File: config.mk
export PLATFORM = sky130hd
export DESIGN_NAME = quad_gen
export DESIGN_NICKNAME = d
export VERILOG_FILES = /design/src/rtl/quad_pkg.sv /design/src/rtl/quad_phase_seq.sv /design/src/rtl/quad_gen.sv
export SDC_FILE = /design/constraint.sdc
export NUM_CORES = 1
export LEC_CHECK = 0
export BUFFER_PORTS_ARGS = -buffer_cell sky130_fd_sc_hd__buf_2
export CAP_MARGIN = 20
export CORE_ASPECT_RATIO = 1.4
export CORE_UTILIZATION = 25
export CTS_BUF_LIST = sky130_fd_sc_hd__clkbuf_4
export DETAILED_ROUTE_END_ITERATION = 8
export PLACE_DENSITY = 0.48
export SLEW_MARGIN = 5
export SYNTH_ARGS = -nofsm -noshare
export SYNTH_HDL_FRONTEND = slang
export SYNTH_HIERARCHICAL = 1
export SYNTH_SLANG_ARGS = --single-unit
File: constraint.sdc
create_clock -name i_clk -period 4 [get_ports i_clk]
set_input_delay 0.4 -clock i_clk [delete_from_list [all_inputs] [get_ports i_clk]]
set_output_delay 0.4 -clock i_clk [all_outputs]
set_load 0.03 [all_outputs]
File: src/rtl/quad_pkg.sv
// quad_pkg: shared types and constants for the quadrature transmitter.
// FSM state encoding, 2-bit Gray phase encodings ({a,b}), direction
// constants and the one-step phase advance function.
package quad_pkg;

  typedef enum logic [1:0] {
    IDLE = 2'd0,
    RUN  = 2'd1,
    DONE = 2'd2
  } state_t;

  // {enc_a, enc_b} levels for the four quadrature positions.
  localparam logic [1:0] PH_00 = 2'b00;
  localparam logic [1:0] PH_10 = 2'b10;
  localparam logic [1:0] PH_11 = 2'b11;
  localparam logic [1:0] PH_01 = 2'b01;

  localparam logic DIR_INC = 1'b1;
  localparam logic DIR_DEC = 1'b0;

  // One Gray-code step: increment walks 00->10->11->01->00, decrement reverses.
  function automatic logic [1:0] phase_step(input logic [1:0] ph, input logic dir);
    logic [1:0] nxt;
    case (ph)
      PH_00:   nxt = (dir == DIR_INC) ? PH_10 : PH_01;
      PH_10:   nxt = (dir == DIR_INC) ? PH_11 : PH_00;
      PH_11:   nxt = (dir == DIR_INC) ? PH_01 : PH_10;
      default: nxt = (dir == DIR_INC) ? PH_00 : PH_11;
    endcase
    return nxt;
  endfunction

endpackage

File: src/rtl/quad_phase_seq.sv
// quad_phase_seq: 2-bit Gray phase register. Advances one position in the
// requested direction whenever i_advance is high. Only reset re-zeroes it,
// so the emitted position stays continuous across commands.
module quad_phase_seq
  import quad_pkg::*;
(
  input  logic       i_clk,
  input  logic       i_reset,
  input  logic       i_advance,
  input  logic       i_dir,
  output logic [1:0] o_phase
);

  logic [1:0] r_phase;

  // Phase register: hold, or step once per advance strobe.
  // NOTE: clocked state uses non-blocking (<=) so every flop samples
  // pre-edge values; blocking here would create order-dependent races.
  always_ff @(posedge i_clk or negedge i_reset) begin
    if (!i_reset) begin
      r_phase <= PH_00;
    end else if (i_advance) begin
      r_phase <= phase_step(r_phase, i_dir);
    end
  end

  assign o_phase = r_phase;

endmodule

File: src/rtl/quad_gen.sv
// quad_gen: quadrature transmitter. Emits enc_a/enc_b as if a rotary encoder
// were turned cmd_steps positions in direction cmd_dir, one transition every
// cmd_period clocks (0 behaves as 1).
// Optional build macro QUAD_BOUNCE_EN adds contact chatter of BOUNCE_CYCLES
// clocks on the changing line after each nominal transition.
module quad_gen
  import quad_pkg::*;
#(
  parameter int COUNT_WIDTH = 8,
  parameter int DIV_WIDTH   = 16
`ifdef QUAD_BOUNCE_EN
  ,
  parameter int BOUNCE_CYCLES = 5
`endif
) (
  input  logic                   i_clk,
  input  logic                   i_reset,
  input  logic                   i_cmd_valid,
  output logic                   o_cmd_ready,
  input  logic                   i_cmd_dir,
  input  logic [COUNT_WIDTH-1:0] i_cmd_steps,
  input  logic [DIV_WIDTH-1:0]   i_cmd_period,
  input  logic                   i_cmd_abort,
  output logic                   o_enc_a,
  output logic                   o_enc_b,
  output logic                   o_busy,
  output logic                   o_done
);

  state_t                 r_state;
  state_t                 w_state_nxt;
  logic                   w_accept;
  logic                   w_tick;
  logic                   r_dir;
  logic [DIV_WIDTH-1:0]   r_period;
  logic [DIV_WIDTH-1:0]   r_timer;
  logic [COUNT_WIDTH-1:0] r_remaining;
  logic [DIV_WIDTH-1:0]   w_period_eff;
  logic [1:0]             w_phase;

  assign w_period_eff = (i_cmd_period == '0) ? DIV_WIDTH'(1) : i_cmd_period;

  // Timer terminal count is 1: loaded with P at accept, the transition lands
  // exactly P edges later, and each reload repeats that spacing.
  assign w_tick = (r_state == RUN) && (r_timer == DIV_WIDTH'(1));

  // State register.
  always_ff @(posedge i_clk or negedge i_reset) begin
    if (!i_reset) begin
      r_state <= IDLE;
    end else begin
      r_state <= w_state_nxt;
    end
  end

  // Next-state logic; the final transition and RUN->DONE share one edge.
  // NOTE: every signal driven here gets a default first, so no path can
  // leave it unassigned and infer a latch.
  always_comb begin
    w_state_nxt = r_state;
    w_accept    = 1'b0;
    case (r_state)
      IDLE: begin
        if (i_cmd_valid) begin
          w_accept    = 1'b1;
          w_state_nxt = (i_cmd_steps == '0) ? DONE : RUN;
        end
      end
      RUN: begin
        if ((w_tick && (r_remaining == COUNT_WIDTH'(1))) || i_cmd_abort) begin
          w_state_nxt = DONE;
        end
      end
      default: w_state_nxt = IDLE;
    endcase
  end

  // Command latch, step timer and remaining-step counter.
  always_ff @(posedge i_clk or negedge i_reset) begin
    if (!i_reset) begin
      r_dir       <= DIR_DEC;
      r_period    <= '0;
      r_timer     <= '0;
      r_remaining <= '0;
    end else if (w_accept) begin
      r_dir       <= i_cmd_dir;
      r_period    <= w_period_eff;
      r_timer     <= w_period_eff;
      r_remaining <= i_cmd_steps;
    end else if (r_state == RUN) begin
      if (w_tick) begin
        r_timer     <= r_period;
        r_remaining <= r_remaining - COUNT_WIDTH'(1);
      end else begin
        r_timer <= r_timer - DIV_WIDTH'(1);
      end
    end
  end

  quad_phase_seq u_phase_seq (
    .i_clk     (i_clk),
    .i_reset   (i_reset),
    .i_advance (w_tick),
    .i_dir     (r_dir),
    .o_phase   (w_phase)
  );

`ifdef QUAD_BOUNCE_EN
  localparam int             BW   = $clog2(BOUNCE_CYCLES + 1);
  localparam logic [BW-1:0]  BC_L = BW'(BOUNCE_CYCLES);

  logic [BW-1:0] r_bk;     // clocks since last nominal transition, saturating
  logic [BW-1:0] w_bk_nxt;
  logic [1:0]    r_bmask;  // which line changed on the last transition
  logic [1:0]    r_enc;

  assign w_bk_nxt = (r_bk == BC_L) ? r_bk : r_bk + BW'(1);

  // Chatter shaper: new level on even k, old level on odd k, k < BOUNCE_CYCLES.
  always_ff @(posedge i_clk or negedge i_reset) begin
    if (!i_reset) begin
      r_bk    <= BC_L;
      r_bmask <= 2'b00;
      r_enc   <= PH_00;
    end else if (w_tick) begin
      r_bk    <= '0;
      r_bmask <= w_phase ^ phase_step(w_phase, r_dir);
      r_enc   <= phase_step(w_phase, r_dir);
    end else begin
      r_bk  <= w_bk_nxt;
      r_enc <= ((w_bk_nxt < BC_L) && w_bk_nxt[0]) ? (w_phase ^ r_bmask) : w_phase;
    end
  end

  assign o_enc_a = r_enc[1];
  assign o_enc_b = r_enc[0];
`else
  assign o_enc_a = w_phase[1];
  assign o_enc_b = w_phase[0];
`endif

  assign o_cmd_ready = (r_state == IDLE);
  assign o_busy      = ~o_cmd_ready;
  assign o_done      = (r_state == DONE);

endmodule

==> impl_metrics.toml, run 1 <==
[synthesis]
synth_area_um2 = 2630
syn_area_per_cell_um2 = 8.60
ys_async_sr_fraction_pct = 100
ys_warn_count = 6
synthTopCellsByCount = "72 x nand2_1, 45 x dfrtp_1, 23 x o21ai_0"
yosysMostFrequentCell = "nand2_1"
ys_seq_area_share_pct = 42.8
synth_top_area_cell = "dfrtp_1"
syn_nets = 339
ys_types = 56
synthTopCellsByArea = "dfrtp_1 43%, nand2_1 10%, o21ai_0 4.4%, nor2_1 2.9%, xnor2_1 2.7%"
synth_edf_count = 0
synth_top_area_share_pct = 42.8
synthFlopType = "dfrtp_1"
ys_ff_latch = 45
synthCells = 306

[sta]
rsz0062_at_grt = "false"
finalSetupTns_ns = 0
slew_viol_final = 0
fin_crit_sh_pct = 68.0
clock_skew_ns = 0.00963
finalSetupViolations = 0
worst_slew_pin_slew_ns = 0.773
max_freq_mhz = 368
finalHoldWorstSlack_ns = 0.0979
finalHoldViolations = 0
setup_ws_ns = 1.28
slew_headroom_pct = 48.4
period_needed_ns = 2.72

[detailed_routing]
wl_per_cell_um = 17.1
wirelength_um = 8100
drtIter0Drc = 147
drtAntennaViolNets = 0
dr_total_vias = 2394
dr.pass1.iters = 4
vias_per_cell = 5.06
route.detailed.drc = 0

[place]
dp.cells = 464
post-place-ws_ns = 1.31
port_buffers = 33
dpl-instance-area_um2 = 2930
hpwl_um = 5900
routabilityCongestion = 0.838

[critical_path]
crit_path_cell_trace = "nor2b_1, nand4_2, o21ai_1, o21ai_0, a21o_1"
cp_max_fo = 12
worst_ep_required_time_ns = 4.28
end_kind = "register"
critPathSlowestCell = "nor2b_1"
worstPathBufferInverterCount = 0
start_kind = "register"
critPathMaxStageDelay_ns = 0.68
cpLargestDelayFamily = "compound AO/OA/AOI/OAI gates"
critical_path_class = "reg -> reg"
arrival_ns = 3.00

[clock_tree]
htreeDepth = 2
numCtsBuffers = 5
postCtsHoldBufs = 0
root_buffer = "clkbuf_4"
cts_resized = 0
cts_setup_buffers = 0
cts_num_sinks = 45
cts_tree = "done"
insertion_delay_ns = 0.38
path_clk_slew_ns = 0.15
clockBufferDepth = 2

[outcome]
status = "finished, final reports clean"

[floorplanning]
io_pins = 34
rows = 43
die_h_um = 123
coreArea_um2 = 10100
dieArea_um2 = 10900
initial_core_util_pct = 26.2
die_w_um = 88.7

[grt]
grt_pass1_wl_um = 13000
grt_pass1_vias = 2442
grtUsageTotal_pct = 16.3
overflow = 0
antenna_found_initial = 1
grt_max_degree = 46

[power_and_ir_drop]
switchingPower_mw = 0.991
power.density_nw_per_um2 = 724
combPwrFrac_pct = 44.7
p_clk_share_pct = 13.7
netSwitchingFraction_pct = 45.5
sequentialPowerShare_pct = 41.5
irDropWorstVdd_mv = 0.287
leakagePower_nw = 1.35
p_int_mw = 1.19

[cells_and_area]
syn2layout_area_growth_pct = 14.5
stdcell_count = 473
drive_above_1_share_pct = 16.9
stdcell_area_um2 = 3010
num-nets-final = 369

[worst_hold_path]
hold_path.class = "in -> async"

[run]
maxCapViolCount = 0
## cell families (layout without fill, tap and decap cells)
group                    count (synthesis)  count (layout)  synth area share [%]
AND/OR/NAND/NOR                        142             142                  26.7
other                                    0               1                     0
AO/OA/AOI/OAI                           74              74                  18.8
buffers and inverters                   27              58                  4.61
adder cells (fa/ha/maj)                  4               4                  1.90
XOR/XNOR                                 8               8                  2.66
flip-flops                              45              45                  42.8
multiplexers                             6               6                  2.52
## through the flow
step / util (%) / power, mW
after floorplan: - / 1.58
after global placement: 29.1 / 1.88
after detailed placement: 29.1 / 1.89
after CTS: 29.9 / 2.20
after global routing: 29.9 / 2.36
final: 29.9 / 2.18
## layout by cell type (no fill, tap or decap), types with 3 or more instances in the layout
| cell | count |
|---|---|
| nor4_1 | 4 |
| ha_1 | 4 |
| o211ai_1 | 6 |
| dfrtp_1 | 45 |
| nor2b_1 | 6 |
| nand2_1 | 72 |
| nor3_1 | 8 |
| a21oi_1 | 11 |
| buf_4 | 5 |
| a31oi_1 | 4 |
| o221ai_1 | 3 |
| nand3_1 | 6 |
| o21ai_0 | 23 |
| mux2i_1 | 4 |
| buf_2 | 33 |
| a22oi_1 | 3 |
| a2bb2oi_1 | 3 |
| inv_1 | 11 |
| nor3b_1 | 3 |
| clkbuf_4 | 6 |
| a32oi_1 | 3 |
| nor2_1 | 20 |
| xnor2_1 | 8 |
| or4_1 | 4 |
## registers in the layout, summed over array words and instances, names as in the netlist
name,count
r_period,16
r_timer,16
r_dir,1
r_remaining,8
u_phase_seq/o_phase,2
r_state,2
## worst register-to-register path: stages (launching register included)
cell and delay [ns]:
dfrtp_1 0.56, nor2b_1 0.68, nand4_2 0.35, o21ai_1 0.61, o21ai_0 0.22, a21o_1 0.22
## layer usage
layer,global-route usage (%),part of all wire [%],vias to the layer above
li1,-,-,1149
met2,28.2,51,61
met4,7.06,2.5,0
met5,0,0,-
met1,19.4,42,1171
met3,2.87,4.4,13
## area by class of cell
type / count / area, µm²
Antenna cell: 1 / 2.50
Clock buffer: 6 / 45.0
Clock inverter: 2 / 33.8
Fill cell: 1127 / 7050
Inverter: 12 / 50.0
Multi-Input combinational cell: 234 / 1380
Sequential cell: 45 / 1130
Tap cell: 135 / 169
Timing Repair Buffer: 38 / 203
## final timing paths
kind | start | endpoint | slack, ns | depth (start not counted)
setup / recovery | r_state[0] | r_remaining[3] | 1.28 | 5
hold / removal | i_reset | r_timer[8] | 0.1 | 2
setup reg to reg | r_state[0] | r_remaining[3] | 1.28 | 5
hold reg to reg | r_period[2] | r_period[2] | 0.49 | 2
max in group asynchronous | i_reset | r_period[6] | 3.49 | 2
min in group i_clk | i_cmd_dir | r_dir | 0.21 | 3
## power groups by stage
stage	clock [mW]	combinational (mW)	sequential, mW
2_1_floorplan	0	0.762	0.821
3_3_place_gp	0	0.974	0.908
3_5_place_dp	0	0.980	0.913
4_1_cts	0.312	0.984	0.902
5_1_grt	0.328	1.10	0.937
6_report	0.300	0.975	0.906
Note: power is estimated with default switching activity, not from simulation.
==> run 2, diff against run 1 <==
--- a/config.mk
+++ b/config.mk
@@ -5,6 +5,7 @@
 export SDC_FILE = /design/constraint.sdc
 export NUM_CORES = 1
 export LEC_CHECK = 0
+export ABC_AREA = 1
 export BUFFER_PORTS_ARGS = -buffer_cell sky130_fd_sc_hd__buf_2
 export CAP_MARGIN = 20
 export CORE_ASPECT_RATIO = 1.4
==> constraint.sdc (replaced) <==
create_clock -name i_clk -period 2.8 [get_ports i_clk]
set_input_delay 0.28 -clock i_clk [delete_from_list [all_inputs] [get_ports i_clk]]
set_output_delay 0.28 -clock i_clk [all_outputs]
set_load 0.03 [all_outputs]
==> run 2 against run 1 <==
- total power grew 46%
- utilization shrank 1.0 points
- clock power grew 8.7%
- first-iteration DRC count shrank 13%
- synthesized area grew 12%
- sequential share of layout area shrank 3.2 points
- largest cell class unchanged
==> impl_metrics.toml, run 2 <==
[sta]
setup_ws_ns = 0.864
finalSetupViolations = 0
finalHoldViolations = 0
max_freq_mhz = 516
rsz0062_at_grt = "false"
slew_headroom_pct = 64.6
period_needed_ns = 1.94
worst_slew_pin_slew_ns = 0.529
fin_crit_sh_pct = 69.2
clock_skew_ns = 0.0135
slew_viol_final = 0
finalSetupTns_ns = 0

[cells_and_area]
num-nets-final = 475
largest_registers = "r_period x16, r_timer x16, r_remaining x8"
drive_above_1_share_pct = 17.9
diodes = 0
layout_common_cells = "103 x nand2_1, 61 x nor2_1, 52 x inv_1, 45 x dfrtp_1, 33 x buf_2"
stdcell_count = 586
utilization_pct = 28.9
mostFrequentLayoutCell = "nand2_1"
syn2layout_area_growth_pct = 11.8

[critical_path]
end_kind = "register"
start_kind = "register"
arrival_ns = 2.21
worst_ep_required_time_ns = 3.08
cp_max_fo = 14
cpMostUsedCell = "nand2_1"
crit_path_cell_trace = "inv_1, ha_1, nand3_1, nor2_2, nand3_4, nand2_4, inv_2, nand2_1, nand2_1, nand2_1, nand2_1"
critical_path_class = "reg -> reg"
critPathMaxStageDelay_ns = 0.43
critPathSlowestCell = "dfrtp_1"

[synthesis]
ys_async_sr_fraction_pct = 100
synthFlopType = "dfrtp_1"
ys_types = 33
ys_seq_area_share_pct = 38.2
syn_area_per_cell_um2 = 7.20
synth_edf_count = 0
synthTopCellsByArea = "dfrtp_1 38%, nand2_1 13%, nor2_1 7.8%, inv_1 6.6%, nand3_1 4.8%"
ys_warn_count = 6
syn_nets = 442
synth_area_um2 = 2950
synthTopCellsByCount = "103 x nand2_1, 61 x nor2_1, 52 x inv_1"
ys_ff_latch = 45
synthCells = 409
synth_top_area_cell = "dfrtp_1"
synth_top_area_share_pct = 38.2
yosysMostFrequentCell = "nand2_1"

[worst_hold_path]
hold_path.class = "in -> reg"

[floorplanning]
dieArea_um2 = 12200
die_w_um = 93.8
coreArea_um2 = 11400
die_h_um = 130
io_pins = 34
initial_core_util_pct = 25.9
rows = 46

[place]
hpwl_um = 5800
post-place-ws_ns = 0.845
routabilityCongestion = 0.863
dp.cells = 578
port_buffers = 33

[power_and_ir_drop]
power.density_nw_per_um2 = 964
leakagePower_nw = 1.58
finalPower_mw = 3.18
irDropWorstVdd_mv = 0.273

[grt]
grt_pass1_vias = 2617
grt_max_degree = 37
antenna_found_initial = 0
grtUsageTotal_pct = 13.5
overflow = 0
grt_pass1_wl_um = 12700

[clock_tree]
root_buffer = "clkbuf_4"
cts_tree = "done"
cts_setup_buffers = 0
path_clk_slew_ns = 0.15
htreeDepth = 2
cts_num_sinks = 45
insertion_delay_ns = 0.37
numCtsBuffers = 5
clockBufferDepth = 2

[detailed_routing]
dr.pass1.iters = 6
wl_per_cell_um = 13.3
dr_total_vias = 2650
drtIter0Drc = 128
wirelength_um = 7800
vias_per_cell = 4.52
drtAntennaViolNets = 0
route.detailed.drc = 0

[run]
maxCapViolCount = 0

[outcome]
status = "finished, final reports clean"
-- run 2: changes by cell type in the layout (fill, tap and decap cells not counted), moves of 10 or more --
| cell | delta |
|---|---|
| nand3_1 | +22 |
| nand2_1 | +31 |
| inv_1 | +41 |
| nor2_1 | +41 |
| nor2_2 | +10 |
-- run 2: power breakdown --
part	switching (mW)	total (mW)	internal (mW)	leakage, nW
Combinational	1.07	1.64	0.568	1.01
Clock	0.236	0.326	0.0908	0.0247
Sequential	0.264	1.21	0.950	0.547
Total	1.57	3.18	1.61	1.58
-- run 2: repair_timing --
item,CTS,global route
hold buffers,1,0
endpoints found under the hold margin,17,0
resized for setup,0,0
-- run 2: cells by family after synthesis --
family | synth area share (%)
AOI/OAI and AO/OA | 10.9
and+or+nand+nor | 36.9
xor gates and xnor gates | 2.08
DFF | 38.2
adders and majority gates | 1.70
buffers and inverters | 10.2
-- run 2: path summary, 6_finish.rpt --
kind | slack, ns | to | depth (start not counted) | startpoint
max reg2reg | 0.86 | r_timer[9] | 11 | r_timer[1]
min reg2reg | 0.51 | r_period[9] | 2 | r_period[9]
max in group asynchronous | 1.89 | r_timer[5] | 3 | i_reset
min | 0.1 | r_dir | 3 | i_cmd_dir
min in group asynchronous | 0.38 | r_period[14] | 2 | i_reset
max | 0.86 | r_timer[9] | 11 | r_timer[1]
-- run 2: cell type report --
type                            instances  area (µm²)
Fill cell                            1265        8100
Multi-Input combinational cell        296        1520
Sequential cell                        45        1130
Inverter                               59         225
Timing Repair Buffer                   35         195
Tap cell                              144         180
Clock buffer                            5        37.5
Clock inverter                          2        11.3
-- run 2: metrics by stage --
step	cell area (µm²)	hold slack [ns]
after global placement	3220	0.464
after CTS	3300	0.0917
after global routing	3300	0.0886
final	3300	0.0986
after floorplan	2950	-0.0156
after detailed placement	3240	0.264
-- run 2: worst max-delay path, delay by kind of cell, from the launching register on --
family                     cells  cell delay [ns]
DFF                            1             0.43
and+or+nand+nor                8             1.01
buffers and inverters          2             0.23
adders and majority gates      1             0.17
-- run 2: metal layers --
metal	wire length (µm)	share of wire, %	global-route usage, %
met2	4160	53	26.2
met4	122	1.6	3.80
met3	204	2.6	2.20
met1	3300	42	14.8
met5	0	0	0
==> run 3, diff against run 2 <==
==> constraint.sdc (replaced) <==
create_clock -name i_clk -period 2 [get_ports i_clk]
set_input_delay 0.2 -clock i_clk [delete_from_list [all_inputs] [get_ports i_clk]]
set_output_delay 0.2 -clock i_clk [all_outputs]
set_load 0.03 [all_outputs]
==> run 3 against run 2 <==
- wire length decreased by 3.1%
- clock skew decreased by 0.0028 ns
- maximum frequency increased by 11%
- final cell count increased by 0.85%
- final area increased by 0.76%
- first-iteration DRC count decreased by 8.6%
- critical path type unchanged
- register-to-register slack got worse by 0.61 ns
==> impl_metrics.toml, run 3 (synthesis gave the netlist of run 2 again) <==
[detailed_routing]
dr.pass1.iters = 5
route.detailed.drc = 0
wirelength_um = 7560
dr_total_vias = 2650
drtAntennaViolNets = 0
wl_per_cell_um = 12.8
vias_per_cell = 4.48
drtIter0Drc = 117

[power_and_ir_drop]
switchingPower_mw = 2.18
p_int_mw = 2.31
leakagePower_nw = 1.61
p_clk_share_pct = 9.8
combPwrFrac_pct = 52.6
netSwitchingFraction_pct = 48.6
finalPower_mw = 4.49
sequentialPowerShare_pct = 37.6
irDropWorstVdd_mv = 0.350
power.density_nw_per_um2 = 1350

[critical_path]
critPathSlowestCell = "dfrtp_1"
worst_ep_required_time_ns = 2.26
crit_path_cell_trace = "nor2_4, nand2_4, nand2_2, inv_1, a21oi_1, nand2_1"
start_kind = "register"
cpLargestDelayFamily = "simple AND/OR/NAND/NOR gates"
critical_path_class = "reg -> reg"
reg2reg_slack_ns = 0.25
reg2reg_from = "r_state[0]"
arrival_ns = 2.01
end_kind = "register"
worst-r2r-cell-count = 6
critPathMaxStageDelay_ns = 0.45
r2r-end = "r_timer[6]"
worstPathBufferInverterCount = 1
cp_max_fo = 22

[sta]
period_needed_ns = 1.75
finalSetupViolations = 0
finalHoldViolations = 0
clock_skew_ns = 0.0107
slew_headroom_pct = 60.0
finalSetupTns_ns = 0
fin_crit_sh_pct = 87.6
worst_slew_pin_slew_ns = 0.599
finalHoldWorstSlack_ns = 0.0317
max_freq_mhz = 571
rsz0062_at_grt = "false"
setup_ws_ns = 0.249
slew_viol_final = 0

[worst_hold_path]
hold-path-endpoint = "r_dir"
hp-start = "i_cmd_dir"
min_path_cells = 3
hold_path.class = "in -> reg"

[clock_tree]
cts_resized = 0
postCtsHoldBufs = 1
insertion_delay_ns = 0.36
root_buffer = "clkbuf_4"
cts_tree = "done"
path_clk_slew_ns = 0.13
numCtsBuffers = 5
htreeDepth = 2
cts_num_sinks = 45
clockBufferDepth = 2
cts_setup_buffers = 0

[cells_and_area]
drive_above_1_share_pct = 18.8
fill_cells = 1289
syn2layout_area_growth_pct = 12.7
diodes = 0
multi_input_area_um2 = 1520
num-nets-final = 480
stdcell_count = 591
layout_common_cells = "103 x nand2_1, 61 x nor2_1, 52 x inv_1, 45 x dfrtp_1, 33 x buf_2"
largest_registers = "r_period x16, r_timer x16, r_remaining x8"
mostFrequentLayoutCell = "nand2_1"
register_area_um2 = 1130

[grt]
grtUsageTotal_pct = 13.2
grt_pass1_vias = 2750
overflow = 0
grt_pass1_wl_um = 12700
grt_max_degree = 46
antenna_found_initial = 0

[floorplanning]
die_h_um = 130
initial_core_util_pct = 25.9
rows = 46
die_w_um = 93.8
dieArea_um2 = 12200
io_pins = 34
coreArea_um2 = 11400

[place]
post-place-ws_ns = 0.254
routabilityCongestion = 0.803
dp.cells = 583
hpwl_um = 5730
port_buffers = 33

[outcome]
status = "finished, final reports clean"

[run]
maxCapViolCount = 0
-- run 3: power groups by stage --
stage	clock (mW)	combinational [mW]	sequential (mW)
2_1_floorplan	0	1.88	1.62
3_3_place_gp	0	2.36	1.71
3_5_place_dp	0	2.38	1.71
4_1_cts	0.465	2.39	1.69
5_1_grt	0.488	2.71	1.75
6_report	0.439	2.36	1.69
-- run 3: routing by layer --
| layer | global-route usage, % | share of wire [%] |
|---|---|---|
| met5 | 0 | 0 |
| met1 | 15.2 | 45 |
| met3 | 1.79 | 2.0 |
| met2 | 25.3 | 52 |
| met4 | 3.35 | 1.1 |
-- run 3: worst max path at each step --
stage	from	to	depth (start not counted)	slack, ns
2_1_floorplan	r_timer[1]	r_state[0]	11	0.51
3_3_place_gp	r_state[0]	r_timer[3]	6	0.27
3_5_place_dp	r_state[0]	r_timer[6]	6	0.25
4_1_cts	r_state[0]	r_timer[6]	6	0.23
5_1_grt	r_timer[1]	r_state[1]	10	0.09
6_report	r_state[0]	r_timer[6]	6	0.25
-- run 3: area by class of cell --
type | instances | share of cell area (%)
Clock buffer | 6 | 1.36
Clock inverter | 1 | 0.113
Inverter | 59 | 6.78
Multi-Input combinational cell | 296 | 45.8
Sequential cell | 45 | 33.9
Tap cell | 144 | 5.43
Timing Repair Buffer | 40 | 6.63
-- run 3: tightest hold or removal path, cell delays in order --
cell and delay, ns:
buf_2 0.08, nand2_1 0.04, nand2_1 0.04
-- run 3: stage by stage --
step                cell area, µm²  utilization, %
floorplan                     2950               -
global placement              3260            28.6
detailed placement            3260            28.6
CTS                           3320            29.1
global route                  3320            29.1
finish                        3320            29.1
